`src/rtl/debounce_filter.sv`:
```
// Single-bit switch debouncer: sig_o flips once the input has disagreed with it for N enabled samples.
// Latency is N enabled clk edges; enable low freezes all state (no other flow control).
`timescale 1ns/1ps
module debounce_filter #(
  parameter int CLK_PERIOD_ns     = 20,
  parameter int DEBOUNCE_TIMER_ns = 10_000_000
) (
  input  logic clk,
  input  logic reset,
  input  logic enable,
  input  logic sig_i_sync,
  output logic sig_o
);

  localparam int N_RAW = DEBOUNCE_TIMER_ns / CLK_PERIOD_ns;
  localparam int N     = (N_RAW < 1) ? 1 : N_RAW;
  localparam int CW    = $clog2(N + 1);
  localparam logic [CW-1:0] LAST = CW'(N - 1);

  typedef enum logic [1:0] {
    STABLE_LOW  = 2'b00,
    RISE_PEND   = 2'b01,
    STABLE_HIGH = 2'b11,
    FALL_PEND   = 2'b10
  } state_t;

  state_t          state;
  logic [CW-1:0]   count;

  // count holds the number of consecutive enabled samples that disagreed with sig_o
  always_ff @(posedge clk) begin
    if (reset) begin
      state <= STABLE_LOW;
      count <= '0;
      sig_o <= 1'b0;
    end else begin
      case (state)
        STABLE_LOW: begin
          if (enable && sig_i_sync) begin
            if (N == 1) begin
              state <= STABLE_HIGH;
              sig_o <= 1'b1;
            end else begin
              state <= RISE_PEND;
              count <= CW'(1);
            end
          end
        end

        RISE_PEND: begin
          if (enable) begin
            if (!sig_i_sync) begin
              state <= STABLE_LOW;
              count <= '0;
            end else if (count == LAST) begin
              state <= STABLE_HIGH;
              sig_o <= 1'b1;
              count <= '0;
            end else begin
              count <= count + 1'b1;
            end
          end
        end

        STABLE_HIGH: begin
          if (enable && !sig_i_sync) begin
            if (N == 1) begin
              state <= STABLE_LOW;
              sig_o <= 1'b0;
            end else begin
              state <= FALL_PEND;
              count <= CW'(1);
            end
          end
        end

        FALL_PEND: begin
          if (enable) begin
            if (sig_i_sync) begin
              state <= STABLE_HIGH;
              count <= '0;
            end else if (count == LAST) begin
              state <= STABLE_LOW;
              sig_o <= 1'b0;
              count <= '0;
            end else begin
              count <= count + 1'b1;
            end
          end
        end

        // recovery is unconditional so a corrupted state never waits on enable
        default: begin
          state <= STABLE_LOW;
          count <= '0;
          sig_o <= 1'b0;
        end
      endcase
    end
  end

endmodule

```
`config.mk`:
```
export PLATFORM = sky130hd
export DESIGN_NAME = debounce_filter
export DESIGN_NICKNAME = d
export VERILOG_FILES = /design/src/rtl/debounce_filter.sv
export SDC_FILE = /design/constraint.sdc
export NUM_CORES = 1
export LEC_CHECK = 0
export ABC_CLOCK_PERIOD_IN_PS = 6100
export BUFFER_PORTS_ARGS = -buffer_cell sky130_fd_sc_hd__buf_4
export CORE_MARGIN = 8
export CORE_UTILIZATION = 55
export CTS_BUF_LIST = sky130_fd_sc_hd__clkbuf_4
export DETAILED_ROUTE_END_ITERATION = 10
export MAX_ROUTING_LAYER = met4
export PLACE_DENSITY = 0.7
export SYNTH_ARGS = -nofsm -noshare
export SYNTH_HDL_FRONTEND = slang
export SYNTH_SLANG_ARGS = --single-unit
```
`constraint.sdc`:
```
create_clock -name clk -period 6.1 [get_ports clk]
set_input_delay 0 -clock clk [delete_from_list [all_inputs] [get_ports clk]]
set_output_delay 0 -clock clk [all_outputs]
set_load 0.005 [all_outputs]
```
==> metrics.txt <==
cell count after synthesis between 150 and 200; CTS tree yes; Layout Skew between 8 and 9 ps; total track usage 0.153; CTS resizes 0; 1st-pass router iterations 4; Max Fclk 381 MHz; RSZ-0062 raised after global routing no; min Tclk post-route approximately 2600 ps; pwr/cell area 194 nW/µm²; leading area contributor after synthesis dfxtp_1; die width 66.3 µm; Detail Placement HPWL 2100 µm; Initial Utilization 0.572; initial antenna violation count 0; WP data arrival 2870 ps; ranking of synthesized cells by area dfxtp_1, nand3_1, a31oi_1; via count about 1300; final setup fails 0; hold violation count in the final report 0; share of cells above drive strength 1 0.0765; diode count 0; ys async rst share 0; die area roughly 4400 µm²; crit-path max FO 16; Synth top area share 0.317; ys flop type dfxtp_1; Skew-Pair Late Insertion Delay between 300 and 400 ps; most frequent cells in the layout dfxtp_1, nand3_1, nand2_1; slowest cell delay on critical path 880 ps; Clock Tree Root clkbuf_4; crit path cell chain inv_1 > ha_1 > nand2_1 > a21oi_1 > or4b_1 > a31oi_1; Worst slew margin 0.259; Top Ports 5; TritonCTS Buffers 3; Hold Path Class primary input to register; Inst Count DP 194; Die Y 66.3 µm; total grt overflow 0; critical path capture point type register; R2R setup slack 3480 ps; H-tree lvl count 1; Yosys reg bits 22; drt drc 0; Filler Cells Inserted 221; clk buf depth 2; post-route ant nets 0; # nets final 181; Period Utilization, post-route 0.430; 1st-iter DRT viols 57; vias in the first global route 1192; Synth cell types 43; Ys Warns 0; largest net degree at the start of global routing 26; clk sinks 22; first-pass GRT wire length 5240 µm; WL final 3030 µm; sequential share of the synthesized area 0.317; leak pwr between 0.4 and 0.5 nW; Worst setup SP type register; Rows 18; Data required, critical path 6350 ps; Mapped Area about 1400 µm²; CTS clk-pin slew, worst paths 120 ps; Layout Utilization 0.594; Net Count, Synth between 150 and 200; core area about 2400 µm²; number of flops mapped to enable cells by yosys 0; overall power 0.281 mW; Worst Setup Path Type register to register; syn avg cell area 8.04 µm²; PortBufs 4; fin. max-slew vios 0; drt via density 6.45; Worst VDD drop 0.000160 V; CP max-delay cell a21oi_1; commonest non-fill, non-tap cell in the layout dfxtp_1; Placer Congestion 0.885; status complete, no violations; # Max-Cap Violations 0; drt wl/cell 15.1 µm; actual slew at the worst max-slew pin 1110 ps; Setup WS post-layout 3480 ps; total negative slack 0 ps; area added between synthesis and finish 3.87%; dpl ws 3550 ps; fin cells 200
[stage by stage]
stage | hold slack (ps) | cell area (µm²)
after floorplan | 110 | 1390
after global placement | 216 | 1390
after detailed placement | 227 | 1390
after CTS | 117 | 1450
after global routing | 158 | 1450
final | 130 | 1450
[kinds of logic (layout without fill, tap and decap cells)]
family,Yosys count,count (layout),share of synthesized area
simple gates,92,92,0.406
buf+inv,16,13,0.0557
compound gates,31,31,0.131
xor+xnor,6,6,0.0378
mux,1,1,0.00809
fa+ha+maj,5,5,0.0450
flops,22,22,0.317
[power breakdown]
| part | total, mW | switching [mW] | internal (mW) |
|---|---|---|---|
| clock | 0.0660 | 0.0429 | 0.0231 |
| sequential | 0.151 | 0.00410 | 0.147 |
| combinational | 0.0634 | 0.0432 | 0.0202 |
[area by class of cell]
type,count,area [µm²],share of cell area
clock buffer,3,22.5,0.0156
inverter,3,11.3,0.00779
multi-input combinational,135,873,0.604
sequential,22,440,0.305
timing repair buffer,7,60.1,0.0416
tap,30,37.5,0.0260
[timing repair]
action | 4_1_cts | 5_1_grt
hold endpoints to repair | 15 | 0
buffers inserted | 0 | 0
hold buffers | 3 | 0
[synthesized netlist by cell type (2+ instances only)]
| library cell | number |
|---|---|
| a31oi_1 | 10 |
| nor4_4 | 2 |
| a21oi_1 | 11 |
| xor2_1 | 3 |
| nor2_1 | 13 |
| nor3b_1 | 3 |
| ha_1 | 5 |
| and4_1 | 3 |
| a311oi_1 | 2 |
| buf_6 | 2 |
| nand3_1 | 17 |
| dfxtp_1 | 22 |
| nand3b_1 | 2 |
| or4_1 | 2 |
| xnor2_1 | 3 |
| o21ai_0 | 5 |
| or4b_1 | 3 |
| nor4_1 | 3 |
| nand4_1 | 9 |
| nand2_1 | 16 |
| nor4b_1 | 2 |
| clkbuf_1 | 8 |
| and3_1 | 2 |
| nor3_1 | 2 |
| nand4b_1 | 2 |
| nand2b_1 | 2 |
| inv_1 | 3 |
[sequential cells by signal, indices dropped and copies added (netlist names)]
name / count
state: 2
count: 19
sig_o: 1
[worst paths after layout]
| kind | cells past startpoint | from | endpoint |
|---|---|---|---|
| max | 6 | state[0]$_SDFFE_PP0P_ | count[9]$_SDFFE_PP0P_ |
| min | 4 | sig_i_sync | state[1]$_SDFFE_PP0P_ |
| max reg2reg | 6 | state[0]$_SDFFE_PP0P_ | count[9]$_SDFFE_PP0P_ |
| min reg2reg | 2 | count[1]$_SDFFE_PP0P_ | count[1]$_SDFFE_PP0P_ |
[routing by layer]
metal	track usage	share of wire
met4	0.115	0.034
met1	0.181	0.46
met5	-	0
met3	0.0237	0.040
met2	0.228	0.46
[critical path, delay by kind of cell, from the launching register on]
family / cells / cell delay, ps
AOI/OAI and AO/OA: 2 / 1060
adders and majority gates: 1 / 370
buffers and inverters: 1 / 80
DFF: 1 / 400
and+or+nand+nor: 2 / 650
(Power assumes the default switching activity.)
